$ cat src/rtl/mac_seq_ctrl_if.sv
// -----------------------------------------------------------------------------
// mac_seq_ctrl_if
// Bundles the start/result handshake and the datapath control outputs of the
// dot-product sequencer so they can be passed around as one port.
//
// Parameters (must match the sequencer instance that uses the bundle):
//   SEL_W    width of the weight/pixel mux selects
//   N_UNITS  width of the one-hot accumulator unit enable
//   PASS_W   width of the pass index
//
// Signals:
//   Input_Valid     start request from the producer
//   Input_Ready     sequencer can accept a start
//   Abort           synchronous cancel of the current job
//   Output_Ready    consumer takes the result
//   WeightX_Select  weight mux select
//   PixelX_Select   pixel mux select (identical to WeightX_Select)
//   ENX_Int         one-hot accumulator unit enable
//   ENX             one-cycle latch strobe at the end of each pass
//   Output_Valid    final result valid
//   Busy            sequencer is not idle
//   Pass_Idx        index of the pass in progress
//
// Modports:
//   master  the controlling side (issues starts, consumes results)
//   slave   the sequencer itself
// -----------------------------------------------------------------------------
interface mac_seq_ctrl_if #(
    parameter int SEL_W   = 5,
    parameter int N_UNITS = 28,
    parameter int PASS_W  = 1
);
    logic               Input_Valid;
    logic               Input_Ready;
    logic               Abort;
    logic               Output_Ready;
    logic [SEL_W-1:0]   WeightX_Select;
    logic [SEL_W-1:0]   PixelX_Select;
    logic [N_UNITS-1:0] ENX_Int;
    logic               ENX;
    logic               Output_Valid;
    logic               Busy;
    logic [PASS_W-1:0]  Pass_Idx;

    modport master (
        output Input_Valid,
        output Abort,
        output Output_Ready,
        input  Input_Ready,
        input  WeightX_Select,
        input  PixelX_Select,
        input  ENX_Int,
        input  ENX,
        input  Output_Valid,
        input  Busy,
        input  Pass_Idx
    );

    modport slave (
        input  Input_Valid,
        input  Abort,
        input  Output_Ready,
        output Input_Ready,
        output WeightX_Select,
        output PixelX_Select,
        output ENX_Int,
        output ENX,
        output Output_Valid,
        output Busy,
        output Pass_Idx
    );
endinterface

$ cat src/rtl/mac_seq_ctrl.sv
// -----------------------------------------------------------------------------
// mac_seq_ctrl
// Sequencer for the dot-product datapath. Each accepted start runs N_PASS
// passes. A pass sweeps the weight/pixel selects across N_TAPS taps, walks a
// one-hot enable across N_UNITS accumulator units (starting SHIFT_START cycles
// into the pass), lets TAIL settle cycles elapse and then pulses ENX for one
// cycle. After the last pass the result-valid flag is held until the consumer
// accepts it. Abort cancels a job at any point; reset does so asynchronously.
//
// Ports:
//   clk            single clock, rising edge
//   GlobalReset_n  asynchronous active-low reset
//   bus            handshake and datapath control bundle (slave side)
//
// Pass length in cycles:
//   RUN_LEN = max(N_TAPS, SHIFT_START + N_UNITS) + TAIL
// followed by one FIRE cycle, so each pass costs RUN_LEN + 1 cycles.
// -----------------------------------------------------------------------------
module mac_seq_ctrl #(
    parameter int N_TAPS      = 28,
    parameter int N_UNITS     = 28,
    parameter int SEL_W       = 5,
    parameter int SHIFT_START = 17,
    parameter int TAIL        = 7,
    parameter int N_PASS      = 1,
    parameter int PASS_W      = 1
) (
    input  logic          clk,
    input  logic          GlobalReset_n,
    mac_seq_ctrl_if.slave bus
);

    localparam int SPAN    = (N_TAPS > SHIFT_START + N_UNITS) ? N_TAPS
                                                                : SHIFT_START + N_UNITS;
    localparam int RUN_LEN = SPAN + TAIL;
    localparam int CNT_W   = (RUN_LEN > 1) ? $clog2(RUN_LEN) : 1;

    localparam logic [CNT_W-1:0]   CNT_LAST  = CNT_W'(RUN_LEN - 1);
    // Selects advance while cnt is below this value, then hold at N_TAPS-1.
    localparam logic [CNT_W-1:0]   SEL_STOP  = CNT_W'(N_TAPS - 1);
    localparam logic [PASS_W-1:0]  PASS_LAST = PASS_W'(N_PASS - 1);
    localparam logic [N_UNITS-1:0] UNIT0     = N_UNITS'(1);

    typedef enum logic [1:0] {
        IDLE = 2'd0,
        RUN  = 2'd1,
        FIRE = 2'd2,
        DONE = 2'd3
    } state_t;

    state_t             state;
    state_t             state_nxt;
    logic [CNT_W-1:0]   cnt;
    logic [CNT_W-1:0]   cnt_nxt;
    logic [SEL_W-1:0]   sel;
    logic [SEL_W-1:0]   sel_nxt;
    logic [N_UNITS-1:0] enx_int;
    logic [N_UNITS-1:0] enx_int_nxt;
    logic [PASS_W-1:0]  pass_idx;
    logic [PASS_W-1:0]  pass_idx_nxt;
    logic               shift_en;

    // With SHIFT_START = 0 the walk begins on the very first RUN cycle; the
    // comparison is only built when it can actually be false.
    generate
        if (SHIFT_START == 0) begin : g_shift_always
            assign shift_en = 1'b1;
        end else begin : g_shift_late
            assign shift_en = (cnt >= CNT_W'(SHIFT_START));
        end
    endgenerate

    always_ff @(posedge clk or negedge GlobalReset_n) begin
        if (!GlobalReset_n) begin
            state    <= IDLE;
            cnt      <= '0;
            sel      <= '0;
            enx_int  <= '0;
            pass_idx <= '0;
        end else begin
            state    <= state_nxt;
            cnt      <= cnt_nxt;
            sel      <= sel_nxt;
            enx_int  <= enx_int_nxt;
            pass_idx <= pass_idx_nxt;
        end
    end

    always_comb begin
        state_nxt    = state;
        cnt_nxt      = cnt;
        sel_nxt      = sel;
        enx_int_nxt  = enx_int;
        pass_idx_nxt = pass_idx;

        if (bus.Abort) begin
            // Abort overrides everything, including a start offered in IDLE.
            state_nxt    = IDLE;
            cnt_nxt      = '0;
            sel_nxt      = '0;
            enx_int_nxt  = '0;
            pass_idx_nxt = '0;
        end else begin
            case (state)
                IDLE: begin
                    // Input_Ready is high exactly in IDLE, so a valid here is
                    // a completed start handshake.
                    if (bus.Input_Valid) begin
                        state_nxt    = RUN;
                        cnt_nxt      = '0;
                        sel_nxt      = '0;
                        enx_int_nxt  = UNIT0;
                        pass_idx_nxt = '0;
                    end
                end

                RUN: begin
                    if (cnt < SEL_STOP) begin
                        sel_nxt = sel + SEL_W'(1);
                    end
                    // Bits walking off the MSB are dropped, leaving zero
                    // for the rest of the pass.
                    if (shift_en) begin
                        enx_int_nxt = enx_int << 1;
                    end
                    if (cnt == CNT_LAST) begin
                        state_nxt = FIRE;
                        cnt_nxt   = '0;
                    end else begin
                        cnt_nxt = cnt + CNT_W'(1);
                    end
                end

                FIRE: begin
                    if (pass_idx != PASS_LAST) begin
                        // Next pass starts without any idle gap.
                        state_nxt    = RUN;
                        pass_idx_nxt = pass_idx + PASS_W'(1);
                        cnt_nxt      = '0;
                        sel_nxt      = '0;
                        enx_int_nxt  = UNIT0;
                    end else begin
                        state_nxt = DONE;
                    end
                end

                DONE: begin
                    if (bus.Output_Ready) begin
                        state_nxt    = IDLE;
                        sel_nxt      = '0;
                        enx_int_nxt  = '0;
                        pass_idx_nxt = '0;
                    end
                end

                default: begin
                    state_nxt = IDLE;
                end
            endcase
        end
    end

    // Status and strobes are pure decodes of the state register, so none of
    // them has a combinational path from an input.
    assign bus.Input_Ready    = (state == IDLE);
    assign bus.Busy           = (state != IDLE);
    assign bus.ENX            = (state == FIRE);
    assign bus.Output_Valid   = (state == DONE);
    assign bus.WeightX_Select = sel;
    assign bus.PixelX_Select  = sel;
    assign bus.ENX_Int        = enx_int;
    assign bus.Pass_Idx       = pass_idx;

endmodule

$ cat src/flat_wrapper.sv
// flat-port wrapper written by rule: the top's interface ports become plain ports
module mac_seq_ctrl_flat 
#(
    parameter int N_TAPS      = 28,
    parameter int N_UNITS     = 28,
    parameter int SEL_W       = 5,
    parameter int SHIFT_START = 17,
    parameter int TAIL        = 7,
    parameter int N_PASS      = 1,
    parameter int PASS_W      = 1
)
  (clk, GlobalReset_n, bus_Input_Valid, bus_Abort, bus_Output_Ready, bus_Input_Ready, bus_WeightX_Select, bus_PixelX_Select, bus_ENX_Int, bus_ENX, bus_Output_Valid, bus_Busy, bus_Pass_Idx);
  mac_seq_ctrl_if #(.SEL_W(SEL_W), .N_UNITS(N_UNITS), .PASS_W(PASS_W)) bus_i ();
  input  logic clk;
  input  logic GlobalReset_n;
  input wire logic [$bits(bus_i.Input_Valid)-1:0] bus_Input_Valid;
  input wire logic [$bits(bus_i.Abort)-1:0] bus_Abort;
  input wire logic [$bits(bus_i.Output_Ready)-1:0] bus_Output_Ready;
  output wire logic [$bits(bus_i.Input_Ready)-1:0] bus_Input_Ready;
  output wire logic [$bits(bus_i.WeightX_Select)-1:0] bus_WeightX_Select;
  output wire logic [$bits(bus_i.PixelX_Select)-1:0] bus_PixelX_Select;
  output wire logic [$bits(bus_i.ENX_Int)-1:0] bus_ENX_Int;
  output wire logic [$bits(bus_i.ENX)-1:0] bus_ENX;
  output wire logic [$bits(bus_i.Output_Valid)-1:0] bus_Output_Valid;
  output wire logic [$bits(bus_i.Busy)-1:0] bus_Busy;
  output wire logic [$bits(bus_i.Pass_Idx)-1:0] bus_Pass_Idx;
  assign bus_i.Input_Valid = bus_Input_Valid;
  assign bus_i.Abort = bus_Abort;
  assign bus_i.Output_Ready = bus_Output_Ready;
  assign bus_Input_Ready = bus_i.Input_Ready;
  assign bus_WeightX_Select = bus_i.WeightX_Select;
  assign bus_PixelX_Select = bus_i.PixelX_Select;
  assign bus_ENX_Int = bus_i.ENX_Int;
  assign bus_ENX = bus_i.ENX;
  assign bus_Output_Valid = bus_i.Output_Valid;
  assign bus_Busy = bus_i.Busy;
  assign bus_Pass_Idx = bus_i.Pass_Idx;
  mac_seq_ctrl #(.N_TAPS(N_TAPS), .N_UNITS(N_UNITS), .SEL_W(SEL_W), .SHIFT_START(SHIFT_START), .TAIL(TAIL), .N_PASS(N_PASS), .PASS_W(PASS_W)) u_core (.clk(clk), .GlobalReset_n(GlobalReset_n), .bus(bus_i));
endmodule
$ cat config.mk
export PLATFORM = sky130hd
export DESIGN_NAME = mac_seq_ctrl_flat
export DESIGN_NICKNAME = d
export VERILOG_FILES = /design/src/rtl/mac_seq_ctrl_if.sv /design/src/rtl/mac_seq_ctrl.sv /design/src/flat_wrapper.sv
export SDC_FILE = /design/constraint.sdc
export NUM_CORES = 1
export LEC_CHECK = 0
export ABC_AREA = 1
export ABC_CLOCK_PERIOD_IN_PS = 3100
export CORE_ASPECT_RATIO = 0.7
export CORE_MARGIN = 3
export CORE_UTILIZATION = 55
export CTS_CLUSTER_SIZE = 14
export DETAILED_ROUTE_END_ITERATION = 8
export GPL_TIMING_DRIVEN = 0
export PLACE_DENSITY = 0.85
export SYNTH_ARGS = -nofsm -noshare
export SYNTH_HDL_FRONTEND = slang
export SYNTH_SLANG_ARGS = --single-unit
$ cat constraint.sdc
create_clock -name clk -period 3.1 [get_ports clk]
set_input_delay 0.62 -clock clk [delete_from_list [all_inputs] [get_ports clk]]
set_output_delay 0.62 -clock clk [all_outputs]
set_load 0.02 [all_outputs]
After elaboration in Yosys (flattened, before gate mapping) --
Cells that the tools add are included. W data, S select, Z words.
Word-level totals: bits in registers 42, bits of input ports 5, output and inout port bits 43, word-level logic and storage cells 57
Cells by class: $add $sub $neg 3, order comparisons 2, equality and inequality tests 10, mux-type cells 28, reductions and logical operators 9
Operator list (number):
- $mux W28 | 5
- $pmux W28 S4 | 1
- $mux W5 | 5
- $mux W6 | 4
- $pmux W5 S4 | 1
- $pmux W6 S3 | 1
- $ne A3 B2 Y1 const B | 4
- $mux W2 | 5
- $reduce_and A3 Y1 | 3
- $pmux W2 S4 | 1
- $reduce_and A4 Y1 | 2
- $reduce_bool A4 Y1 | 2
- $add A6 B1 Y6 const B | 1
- $eq A6 B6 Y1 const B | 1
- $ge A6 B5 Y1 const B | 1
- $lt A6 B5 Y1 const B | 1
- $ne A3 B3 Y1 const B | 2
- $add A5 B1 Y5 const B | 1
- $eq A2 B2 Y1 const B | 2
- $mux W1 | 4
- $pmux W1 S3 | 1
- $eq A2 B1 Y1 const B | 1
- $logic_not A2 Y1 | 1
- $reduce_bool A2 Y1 | 1
- $add A1 B1 Y1 const B | 1

Longest topological paths before layout --
depth in word-level cells 4, depth in mapped cells 11, mapped depth without buffers 10

Least setup slack after synthesis --
Ideal clock, no wire load.
path kind flip-flop to flip-flop, start point reg u_core.state[0], end point reg u_core.enx_int[10], in the netlist u_core.bus.ENX_Int[10], setup time 0.117 ns, arrival time 1.539 ns, data required time 2.983 ns, path slack 1.444 ns, stages on the path, launching flop included 10, buffers on the path 2, clock period less this slack 1.656 ns, cells stage by stage dfrtp_1 > inv_1 > ha_1 > nand2_1 > nand3b_1 > nand2_2 > buf_4 > buf_2 > nand3b_1 > nand2_1
On the way: word-level cells in the longest chain between the ends 3, elaborated cells on any way between the ends 11, classes of those cells eq/ne (7); mux (2); reduce/logical (2)
RTL lines:
- start, declared | line mac_seq_ctrl.sv:51 | state_t state;
- start signal, assigned | line mac_seq_ctrl.sv:81 | state <= state_nxt;
- $logic_not A2 Y1 *
- net bus_Input_Ready | line flat_wrapper.sv:19 | output wire logic [$bits(bus_i.Input_Ready)-1:0] bus_Input_Ready;
- $ne A3 B3 Y1 (no source line) or $pmux W28 S4 (tied branches)
- $reduce_and A4 Y1 (no source line) or $mux W28 (tied branches)
- end signal, assigned | line mac_seq_ctrl.sv:84 | enx_int <= enx_int_nxt;
- end, declared | line mac_seq_ctrl.sv:57 | logic [N_UNITS-1:0] enx_int;
Mark *: on every way through the listed nets, which the timed path passes. The rest lies on a longest branch. A chain may end at the register's enable or synchronous reset.

Worst setup path after layout --
start point reg u_core.state[0], end point out bus_Busy
On the way: word-level cells in the longest chain between the ends 1
RTL lines:
- $reduce_bool A2 Y1 | line mac_seq_ctrl.sv:166 | assign bus.Busy = (state != IDLE);
- end, declared | line flat_wrapper.sv:25 | output wire logic [$bits(bus_i.Busy)-1:0] bus_Busy;
Every way passes these cells.

==> run_results.csv <==
group,metric,value,unit
synth,mappedNetlistNets,298,
synth,largest_area_contributor_in_the_synthesized_netlist,"sky130_fd_sc_hd__dfrtp_1",
global_route,grt_start_max_net_pins,42,
final_layout,antenna_cells_inserted,0,
sta,fmax,0.430,GHz
placed_design,place.detailed.hpwl,3730,µm
clock_network,clock_sink_count,41,
global_route,gr-usage-met2,34.8,%
clock_network,later_pin_clock_latency_in_the_skew_report,0.30,ns
sta,setup_repair_after_global_routing_missed_its_margin,"no",
floorplan,core,3720,µm²
worst_setup_path,worst-endpoint-required,2.48,ns
clock_network,h-tree-depth,2,
worst_setup_path,critPathLaunchType,"register",
final_layout,area.growth.synth_to_final,28.9,%
power,intPower,1.13,mW
sta,timing_hold_violations_final,0,
sta,final_max_tran_viols,0,
sta,final.setup.tns,0,ns
detailed_routing,post-route-drc-count,0,
detailed_routing,vias,2006,
clock_network,clk_path_buf_depth,2,
global_route,global_route.usage.met3,5.93,%
worst_hold_path,hold_path_class,"in -> async",
synth,unique_cell_type_count_in_the_yosys_netlist,25,
worst_setup_path,worstRegToRegCells,8,
worst_setup_path,reg2reg_to,"u_core.bus.ENX_Int[11]",
global_route,grt_util_met1,31.8,%
worst_setup_path,critical_path.reg2reg.startpoint,"u_core.state[1]",
sta,finClkSkew,0.00662,ns
run_status,status,"finished clean",
global_route,gr-total-overflow,0,
power,pwr-share-seq,34.0,%
global_route,grt.total_usage,23.0,%
clock_network,clock_buffers_created_by_tritoncts,5,
global_route,grt_antenna_before_repair,0,
worst_setup_path,critPathArrivalTime,1.71,ns
sta,timing.final.crit_period,2.33,ns
sta,finalSetupViolCount,0,
sta,hold_slack,0.444,ns
power,pwr_density_cell,624,nW/µm²
detailed_routing,wl_per_cell,13.3,µm
floorplan,rows,18,
clock_network,cts_repair_resize_count,0,
floorplan,initial_core_util,60.6,%
sta,worst-slew-pin-transition,0.904,ns
sta,relSlewSlack,39.7,%
final_layout,fin_nets,351,
worst_setup_path,critPathMaxFanout,5,
global_route,gr-max-usage-layer,"met2",
global_route,first_global_vias,1821,
clock_network,cts-root-buf,"sky130_fd_sc_hd__clkbuf_8",
floorplan,area_of_the_die,4910,µm²
synth,synth.cell_area,2250,µm²
floorplan,floorplan.die.width,82.5,µm
worst_setup_path,end_kind,"primary output",
synth,synth-seq-cells,41,
detailed_routing,route.final.wire_length,5170,µm
synth,synth_largest_type_area_fraction,45.5,%
placed_design,dp_cells,381,
sta,timing.final.crit_share,75.0,%
power,switchingPower,681,µW
final_layout,drive_above_1_share,10.9,%
synth,synth-seq-area-share,45.5,%
placed_design,place.port_buffers,46,
placed_design,place_congestion,0.871,
detailed_routing,drt_iter0_markers,89,
clock_network,cts_tree,"yes",
floorplan,die_h,59.6,µm
synth,number_of_cells_produced_by_synthesis,285,
detailed_routing,drtPass1Iterations,5,
global_route,first_pass_grt_wire_length,8360,µm
power,vdd.ir_drop.worst,418,µV
synth,leading_cell_types_by_total_area_after_synthesis,"sky130_fd_sc_hd__dfrtp_1 46%, sky130_fd_sc_hd__nand2_1 21%, sky130_fd_sc_hd__nand3b_1 9.3%, sky130_fd_sc_hd__ha_1 4.4%, sky130_fd_sc_hd__buf_4 3.0%",
final_layout,final-instance-count-excl-fill,389,
floorplan,ios,48,
synth,yosys_warnings,0,
synth,syn_avg_cell_area,7.91,µm²
detailed_routing,drt.antenna.violating_nets,0,
clock_network,post-cts-setup-buffers,0,
power,lkg_pwr,1.45,nW
clock_network,ctsHoldBuffers,0,
clock_network,clock_pin_slew_on_the_worst_setup_and_hold_paths,0.08,ns
power,power_switching_share,37.5,%
power,clockPowerShare,28.4,%
worst_setup_path,path_class,"reg -> out",
job,maxCapViolations,0,
worst_setup_path,ff2ff_setup_slack,1.26,ns
power,comb_power_share,37.7,%
detailed_routing,vias_per_cell,5.16,
==> critical path, cell delays in order (launching register included) <==
cell and delay [ns]:
sky130_fd_sc_hd__dfrtp_1 0.42, sky130_fd_sc_hd__inv_1 0.08, sky130_fd_sc_hd__ha_1 0.25, sky130_fd_sc_hd__inv_1 0.07, sky130_fd_sc_hd__clkdlybuf4s50_1 0.60
==> synth_stat cells <==
master,n
sky130_fd_sc_hd__nand4_1,3
sky130_fd_sc_hd__buf_6,3
sky130_fd_sc_hd__nor2_1,10
sky130_fd_sc_hd__buf_4,9
sky130_fd_sc_hd__o21ai_1,10
sky130_fd_sc_hd__nor3_1,1
sky130_fd_sc_hd__nor2_4,1
sky130_fd_sc_hd__or2_2,1
sky130_fd_sc_hd__xor2_1,2
sky130_fd_sc_hd__nand2_1,126
sky130_fd_sc_hd__inv_2,7
sky130_fd_sc_hd__dfrtp_1,41
sky130_fd_sc_hd__clkbuf_1,1
sky130_fd_sc_hd__buf_1,1
sky130_fd_sc_hd__nand2_2,2
sky130_fd_sc_hd__or2_1,1
sky130_fd_sc_hd__inv_1,13
sky130_fd_sc_hd__nand3_1,10
sky130_fd_sc_hd__buf_2,3
sky130_fd_sc_hd__conb_1,1
sky130_fd_sc_hd__nand3b_1,28
sky130_fd_sc_hd__nor2_2,1
sky130_fd_sc_hd__ha_1,8
sky130_fd_sc_hd__xnor2_1,1
sky130_fd_sc_hd__nand2_4,1
==> state kept, by name (all words and copies together) (netlist names) <==
signal and count:
u_core.state 2, u_core.cnt 6, u_core.bus.ENX_Int 28, u_core.bus.PixelX_Select 5
==> area by class of cell <==
class	instances	area [µm²]
Buffer	17	124
Clock buffer	5	68.8
Timing Repair Buffer	46	455
Fill cell	279	811
Clock inverter	3	65.1
Tap cell	50	62.6
Inverter	20	75.1
Multi-Input combinational cell	207	1030
Sequential cell	41	1030
==> cells in the final DEF, fill, tap and decap left out, drive strengths merged, types with 2 or more instances in the layout <==
master         count
nand2            129
clkdlybuf4s50     45
dfrtp             41
nand3b            28
inv               20
buf               17
nor2              12
o21ai             10
nand3             10
ha                 8
clkbuf             6
nand4              3
xor2               2
bufinv             2
or2                2
==> worst max path at each step <==
stage	startpoint	end	slack (ns)	depth (start not counted)
2_1_floorplan	u_core.state[0]	u_core.bus.ENX_Int[10]	1.44	9
3_3_place_gp	GlobalReset_n	u_core.bus.PixelX_Select[4]	0.41	1
3_5_place_dp	bus_Abort	u_core.bus.ENX_Int[23]	0.91	9
4_1_cts	u_core.state[0]	bus_Busy	0.76	4
5_1_grt	u_core.state[0]	bus_Busy	0.66	4
6_report	u_core.state[0]	bus_Busy	0.77	4
==> through the flow <==
| stage | instance area (µm²) | worst slack, ns | util [%] | power, mW |
|---|---|---|---|---|
| after floorplan | 2250 | 1.44 | - | 1.08 |
| after global placement | 2780 | 0.410 | 74.7 | 1.28 |
| after global routing | 2910 | 0.665 | 78.2 | 1.92 |
| after detailed placement | 2770 | 0.911 | 74.6 | 1.31 |
| after CTS | 2910 | 0.757 | 78.2 | 1.82 |
| final | 2910 | 0.774 | 78.2 | 1.81 |
==> cell families after synthesis <==
logic type	synth area share, %
AND/OR/NAND/NOR	37.6
flip-flops	45.5
buffers and inverters	8.83
AO/OA/AOI/OAI	2.22
adder cells (fa/ha/maj)	4.44
XOR/XNOR	1.17
other	0.166
==> layer usage <==
layer | part of all wire (%) | vias to the layer above | routed length, µm
li1 | - | 990 | -
met1 | 47 | 951 | 2420
met2 | 46 | 54 | 2390
met3 | 5.4 | 11 | 281
met4 | 1.6 | 0 | 84
met5 | 0 | - | 0
==> power groups by stage <==
stage          registers (mW)  clock network, mW  logic, mW
2_1_floorplan           0.632                  0      0.446
3_3_place_gp            0.622                  0      0.663
3_5_place_dp            0.627                  0      0.681
4_1_cts                 0.616              0.523      0.684
5_1_grt                 0.623              0.543      0.752
6_report                0.616              0.514      0.683
Note: power is estimated with default switching activity, not from simulation.
